===== src/rtl/alu_arbiter.sv =====
// Two-requester round-robin arbiter and sequencer for a shared external ALU.
// Each accepted request is issued to the ALU for one cycle, then its result is held until the owner takes it.
module alu_arbiter #(
    parameter int WIDTH = 32
) (
    input  logic             clk,
    input  logic             reset_n,
    input  logic             req0_valid,
    output logic             req0_ready,
    input  logic [WIDTH-1:0] req0_a,
    input  logic [WIDTH-1:0] req0_b,
    input  logic [2:0]       req0_op,
    input  logic             req1_valid,
    output logic             req1_ready,
    input  logic [WIDTH-1:0] req1_a,
    input  logic [WIDTH-1:0] req1_b,
    input  logic [2:0]       req1_op,
    output logic             rsp0_valid,
    input  logic             rsp0_ready,
    output logic             rsp1_valid,
    input  logic             rsp1_ready,
    output logic [WIDTH-1:0] rsp_result,
    output logic             rsp_zero,
    output logic [WIDTH-1:0] alu_a,
    output logic [WIDTH-1:0] alu_b,
    output logic [2:0]       alu_control,
    input  logic [WIDTH-1:0] alu_result,
    input  logic             alu_zero
);

    typedef enum logic [1:0] {
        ST_IDLE = 2'd0,
        ST_EXEC = 2'd1,
        ST_RESP = 2'd2
    } state_t;

    state_t           state_q;
    logic             prio_q;
    logic             armed_q;
    logic [WIDTH-1:0] a_q;
    logic [WIDTH-1:0] b_q;
    logic [2:0]       op_q;
    logic             id_q;
    logic [WIDTH-1:0] res_q;
    logic             zero_q;
    logic             rsp0_valid_q;
    logic             rsp1_valid_q;

    logic             pick1_s;
    logic             grant0_s;
    logic             grant1_s;
    logic             rsp_fire_s;

    // Arbitration: a lone requester wins, a tie goes to prio_q; armed_q delays the first grant past reset release.
    always_comb begin
        pick1_s    = req1_valid & (~req0_valid | prio_q);
        grant0_s   = 1'b0;
        grant1_s   = 1'b0;
        rsp_fire_s = 1'b0;
        if ((state_q == ST_IDLE) && armed_q) begin
            grant0_s = req0_valid & ~pick1_s;
            grant1_s = pick1_s;
        end else begin
            grant0_s = 1'b0;
            grant1_s = 1'b0;
        end
        if (state_q == ST_RESP) begin
            rsp_fire_s = id_q ? rsp1_ready : rsp0_ready;
        end else begin
            rsp_fire_s = 1'b0;
        end
    end

    // Sequencer: grant and latch operands, capture the ALU result, hold it until the owner consumes it.
    always_ff @(posedge clk or negedge reset_n) begin
        if (!reset_n) begin
            state_q      <= ST_IDLE;
            prio_q       <= 1'b0;
            armed_q      <= 1'b0;
            a_q          <= '0;
            b_q          <= '0;
            op_q         <= 3'b000;
            id_q         <= 1'b0;
            res_q        <= '0;
            zero_q       <= 1'b0;
            rsp0_valid_q <= 1'b0;
            rsp1_valid_q <= 1'b0;
        end else begin
            armed_q <= 1'b1;
            case (state_q)
                ST_IDLE: begin
                    if (grant0_s || grant1_s) begin
                        a_q     <= grant1_s ? req1_a  : req0_a;
                        b_q     <= grant1_s ? req1_b  : req0_b;
                        op_q    <= grant1_s ? req1_op : req0_op;
                        id_q    <= grant1_s;
                        prio_q  <= grant0_s;
                        state_q <= ST_EXEC;
                    end
                end
                ST_EXEC: begin
                    res_q        <= alu_result;
                    zero_q       <= alu_zero;
                    rsp0_valid_q <= ~id_q;
                    rsp1_valid_q <= id_q;
                    state_q      <= ST_RESP;
                end
                ST_RESP: begin
                    if (rsp_fire_s) begin
                        rsp0_valid_q <= 1'b0;
                        rsp1_valid_q <= 1'b0;
                        state_q      <= ST_IDLE;
                    end
                end
                default: begin
                    rsp0_valid_q <= 1'b0;
                    rsp1_valid_q <= 1'b0;
                    state_q      <= ST_IDLE;
                end
            endcase
        end
    end

    assign req0_ready  = grant0_s;
    assign req1_ready  = grant1_s;
    assign rsp0_valid  = rsp0_valid_q;
    assign rsp1_valid  = rsp1_valid_q;
    assign rsp_result  = res_q;
    assign rsp_zero    = zero_q;
    assign alu_a       = a_q;
    assign alu_b       = b_q;
    assign alu_control = op_q;

endmodule


===== config.mk =====
export PLATFORM = sky130hd
export DESIGN_NAME = alu_arbiter
export DESIGN_NICKNAME = d
export VERILOG_FILES = /design/src/rtl/alu_arbiter.sv
export SDC_FILE = /design/constraint.sdc
export NUM_CORES = 1
export LEC_CHECK = 0
export BUFFER_PORTS_ARGS = -buffer_cell sky130_fd_sc_hd__buf_2
export CORE_MARGIN = 5
export CORE_UTILIZATION = 39
export DETAILED_ROUTE_END_ITERATION = 10
export PLACE_DENSITY = 0.8
export SYNTH_ARGS = -nofsm -noshare
export SYNTH_HDL_FRONTEND = slang
export SYNTH_SLANG_ARGS = --single-unit

===== constraint.sdc =====
create_clock -name clk -period 2.3 [get_ports clk]
set_clock_uncertainty 0.1 [all_clocks]
set_input_delay 0.115 -clock clk [delete_from_list [all_inputs] [get_ports clk]]
set_output_delay 0.115 -clock clk [all_outputs]
set_load 0.03 [all_outputs]

=== Word-level counts from Yosys, hierarchy flattened ===
Index checks and enable logic that the tools add are counted.

* Mux-type cells: 13
* Bitwise gates (word level): 7
* Eq/ne operators: 4
* Reduce and logical (&&, ||, !) cells: 6

{| class="wikitable"
|+ Operator list
! cell !! count
|-
| 32-bit two-way mux || 2
|-
| 1-bit one-hot mux with 3 select lines || 2
|-
| 2-bit one-hot mux with 3 select lines || 1
|-
| 2-bit AND reduction || 3
|-
| 1-bit two-way mux || 5
|-
| 2-bit two-way mux || 2
|-
| 1-bit NOT || 4
|-
| 3-bit two-way mux || 1
|-
| 1-bit AND || 2
|-
| 2-bit by 1-bit equality test with 1-bit output, second input constant || 1
|-
| 2-bit equality test, second input constant || 1
|-
| 2-bit logical NOT || 1
|-
| 2-bit by 1-bit != test with 1-bit output, second input constant || 1
|-
| 2-bit != test, second input constant || 1
|-
| 1-bit logical AND || 1
|-
| 1-bit logical OR || 1
|-
| 1-bit OR || 1
|}

* Register bits: 107
* Input port bits: 173
* Output and inout bits: 104
* Logic and storage cells: 41

=== Logic depth before layout (Yosys ltp) ===
* Depth in word-level cells: 9
* Mapped depth: 8

=== Worst setup path after synthesis ===
Ideal clock, no wire load.

* Kind: register -> register
* Start: reg state_q[0]
* End: reg id_q
* Clock period less this slack: 2.077 ns
* Stages on the path, launching flop included: 6
* Path slack: 0.223 ns
* Required time: 2.132 ns
* Buffers on the path: 2
* Library setup time: 0.068 ns
* Data arrival time: 1.909 ns
* Cells stage by stage: dfrtp_1 or3b_1 buf_2 buf_6 nor3_1 a21o_1

* Word-level cells in the longest chain between the ends: 5
* Elaborated cells between the ends (all ways): 6
* Those cells by class: mux (2); reduce/logical (4)

{| class="wikitable"
|+ RTL lines
! element !! line !! text
|-
| from (decl) || 37 || <nowiki>state_t state_q;</nowiki>
|-
| from (signal assigned) || 77 || <nowiki>state_q <= ST_IDLE;</nowiki>
|-
| from (signal assigned) || 98 || <nowiki>state_q <= ST_EXEC;</nowiki>
|-
| from (signal assigned) || 106 || <nowiki>state_q <= ST_RESP;</nowiki>
|-
| 2-bit logical NOT (*) || 60 || <nowiki>if ((state_q == ST_IDLE) && armed_q) begin</nowiki>
|-
| 1-bit logical AND (*) || 60 ||
|-
| 1-bit two-way mux (*) || 60 ||
|-
| net req1_ready || 14 || <nowiki>output logic req1_ready,</nowiki>
|-
| 1-bit logical OR || 92 || <nowiki>if (grant0_s || grant1_s) begin</nowiki>
|-
| 2-bit AND reduction (no source line) || n/a ||
|-
| to (signal assigned) || 96 || <nowiki>id_q <= grant1_s;</nowiki>
|-
| to (decl) || 43 || <nowiki>logic id_q;</nowiki>
|}

Mark *: on every way through the listed nets, which the timed path passes. The rest lies on a longest branch.
A chain may end at the register's enable or synchronous reset.

=== Worst setup path after layout ===
* Start: reg state_q[0]
* End: out req1_ready

* Word-level cells in the longest chain between the ends: 3

{| class="wikitable"
|+ RTL lines
! element !! line
|-
| 2-bit logical NOT || 60
|-
| 1-bit logical AND || 60
|-
| 1-bit two-way mux || 60
|-
| to (decl) || 14
|}

Every way passes these cells.

==> out/summary.log <==
INFO  global_route   grt_pass1_vias=6524
INFO  synth          syn_area=5330squm
INFO  global_route   routing_usage_on_met3=0.0614
INFO  sta            maxClockFrequency=456MHz
INFO  routing        first_iter_violations=456
INFO  synth          synth_cell_type_count=28
INFO  cells_and_area most_common_cell_after_layout_fill_and_taps_aside=sky130_fd_sc_hd__buf_2
INFO  global_route   grt.overflow.total=0
INFO  sta            grt_setup_unrepaired=no
INFO  routing        vias_per_cell=5.90
INFO  sta            slew-limit-headroom=0.584
INFO  synth          postSynthNetCount=677
INFO  cells_and_area finalInstanceArea=8850squm
INFO  placed_design  gpl.final_weighted_congestion=0.811
INFO  power_and_ir_drop p_leak=3.83nW
INFO  placed_design  detailedPlacementHpwl=12500um
INFO  job            max-cap-violations=0
INFO  hold_path      whs_path_depth=4
INFO  critical_path  cp_data_required_time=2090ps
INFO  critical_path  crit_arrival=1980ps
INFO  synth          synth_edf_count=0
INFO  cells_and_area area_growth_syn_to_layout=66.0%
INFO  power_and_ir_drop ir_drop=538uV
INFO  sta            fin_setup_tns=0ps
INFO  die            row_count=42
INFO  die            boundaryPins=277
INFO  clock_tree     cts-htree-levels=3
INFO  die            fp.dieW=127um
INFO  synth          yosys.area_share.adder=0
INFO  synth          synthesis.instances=504
INFO  routing        first_pass_iters=5
INFO  cells_and_area final_util=0.663
INFO  routing        drc=0
INFO  sta            final-hold-violation-count=0
INFO  synth          yosys_most_used_dff=sky130_fd_sc_hd__dfrtp_1
INFO  sta            slew_viols_final=0
INFO  clock_tree     cts_max_path_buffers=2
INFO  clock_tree     root_buffer=sky130_fd_sc_hd__clkbuf_16
INFO  status         result_of_the_run=finished clean
INFO  sta            max_slew.worst_pin.slew=623ps
INFO  routing        routed_wirelength=22600um
INFO  clock_tree     clock_insertion_delay_worst_skew=340ps
INFO  global_route   groute.layer.met1.usage=0.302
INFO  synth          synth_sequential_area_ratio=0.502
INFO  clock_tree     worst_setup_hold_path_clk_slew=80ps
INFO  power_and_ir_drop power_per_cell_area=1210nW/um^2
INFO  cells_and_area most-common-layout-cells=sky130_fd_sc_hd__buf_2 (275), sky130_fd_sc_hd__dlygate4sd3_1 (170), sky130_fd_sc_hd__dfrtp_1 (107), sky130_fd_sc_hd__a21oi_1 (69), sky130_fd_sc_hd__a31oi_1 (68)
INFO  synth          synth_simple_gate_area_frac=0.0904
INFO  clock_tree     clock_sink_count=107
INFO  synth          xor_and_xnor_fraction_of_the_mapped_netlist_area=0
INFO  routing        avgRoutedWirePerCell=20.7um
INFO  synth          yosys_warnings=0
INFO  global_route   grt_busiest_layer=met2
INFO  die            die_h=127um
INFO  placed_design  area_after_detailed_placement=6830squm
INFO  sta            final_min_period_over_clock_period=0.953
INFO  sta            layout_min_cycle_time=2190ps
INFO  cells_and_area final_net_count=1080
INFO  routing        antenna_viol_nets_final=0
INFO  die            die_area=16100squm
INFO  global_route   grt.total_usage=0.270
INFO  global_route   grt_util_met2=0.477
INFO  cells_and_area post_route_cells_drive_above_1_share=0.407
INFO  synth          ys_ff_latch=107
INFO  critical_path  reg2reg_setup_slack=300ps
INFO  synth          synth-async-reset-ratio=1.00
INFO  clock_tree     post-cts-setup-buffer-count=0
INFO  clock_tree     number_of_buffers_inserted_during_clock_tree_synthesis=9
INFO  die            initial_core_util=0.399
INFO  global_route   initial_antenna_violation_count=0
INFO  global_route   grt_pass1_wl=34800um
INFO  critical_path  cp-start-kind=flop
INFO  global_route   maximum_number_of_pins_on_one_net_before_global_route_repair=59
INFO  synth          largest_family_of_logic_cells_by_synthesized_area=compound AO/OA/AOI/OAI gates
INFO  power_and_ir_drop post-layout-total-power=10.7mW
INFO  die            placeableCoreArea=13300squm
INFO  placed_design  place.detailed.instances=902
INFO  routing        dr_total_vias=6430
INFO  critical_path  path_class=reg2out
INFO  synth          post_synth.cell_area_avg=10.6squm
INFO  critical_path  depth_of_the_most_critical_reg_to_reg_path=4
INFO  sta            report.final.setup_viol=0
INFO  placed_design  io_buffers=276
INFO  critical_path  critPathMaxFanout=21
INFO  clock_tree     tritoncts=done
INFO  cells_and_area layout.cells.non_filler=1090
INFO  synth          synth_mux_area_frac=0.0735
INFO  hold_path      hold_path_class=in2reg
INFO  synth          synth_compound_area_frac=0.266
INFO  critical_path  crit_path_end_kind=output port
[synth_stat cells (3+ instances only)]
library cell / instances / area, sq um
sky130_fd_sc_hd__nand4_1: 67 / 419
sky130_fd_sc_hd__a21oi_1: 69 / 345
sky130_fd_sc_hd__dfrtp_1: 107 / 2680
sky130_fd_sc_hd__buf_1: 3 / 11.3
sky130_fd_sc_hd__clkbuf_1: 37 / 139
sky130_fd_sc_hd__buf_6: 6 / 67.6
sky130_fd_sc_hd__mux2_2: 33 / 372
sky130_fd_sc_hd__a31oi_1: 68 / 425
sky130_fd_sc_hd__o31ai_1: 47 / 353
sky130_fd_sc_hd__o31ai_2: 20 / 250
sky130_fd_sc_hd__buf_2: 26 / 130
[path summary, 6_finish.rpt]
| path | endpoint | from |
|---|---|---|
| hold reg to reg | rsp_result[25] | rsp_result[25] |
| setup reg to reg | alu_b[9] | state_q[0] |
| max in group asynchronous | alu_a[20] | reset_n |
| hold / removal | rsp0_valid | rsp0_ready |
| min in group asynchronous | rsp_result[18] | reset_n |
| setup / recovery | req1_ready | state_q[0] |
[cell families (layout without fill, tap and decap cells)]
kind of cell / after synthesis / after routing
compound gates: 209 / 209
flops: 107 / 107
simple gates: 77 / 77
buf+inv: 75 / 483
mux: 35 / 35
other cells: 1 / 3
[area by class of cell]
type / count / area (sq um)
Fill cell: 924 / 4500
Timing Repair Buffer: 465 / 3320
Sequential cell: 107 / 2680
Multi-Input combinational cell: 322 / 2320
Clock buffer: 10 / 229
Tap cell: 176 / 220
Clock inverter: 6 / 78.8
Inverter: 2 / 7.51
Antenna cell: 2 / 5.00
[registers in the layout (all words and copies together) (netlist names)]
register     count
alu_a           32
alu_b           32
rsp_result      32
alu_control      3
state_q          2
armed_q          1
id_q             1
prio_q           1
rsp0_valid       1
rsp1_valid       1
rsp_zero         1
[metrics by stage]
stage,setup slack [ps],hold slack (ps)
after floorplan,223,-281
after global placement,366,24.3
after detailed placement,284,38.2
after CTS,58.8,96.5
after global routing,0.135,183
final,108,102
[routing by layer]
metal  wire, um  vias up
met3       2120      100
met4       1060        0
met5          0        -
met2      11500      509
li1           -     2799
met1       7850     3022
[critical path, cell delays in order (launching register included)]
cell and delay [ps]:
sky130_fd_sc_hd__dfrtp_1 470, sky130_fd_sc_hd__or3b_4 580, sky130_fd_sc_hd__nor3_1 320, sky130_fd_sc_hd__buf_2 270
[report_power, final]
part           internal (mW)  switching (mW)  total (mW)
clock network          0.874           0.756        1.63
logic                   1.89            3.80        5.70
registers               2.81           0.581        3.39
total                   5.57            5.14        10.7
[repair_timing]
item / CTS / global route
resized for setup: 0 / 1
hold buffers: 170 / 0
endpoints found under the hold margin: 140 / 0
endpoints found under the setup margin: 0 / 1
Note: power is estimated with default switching activity, not from simulation.
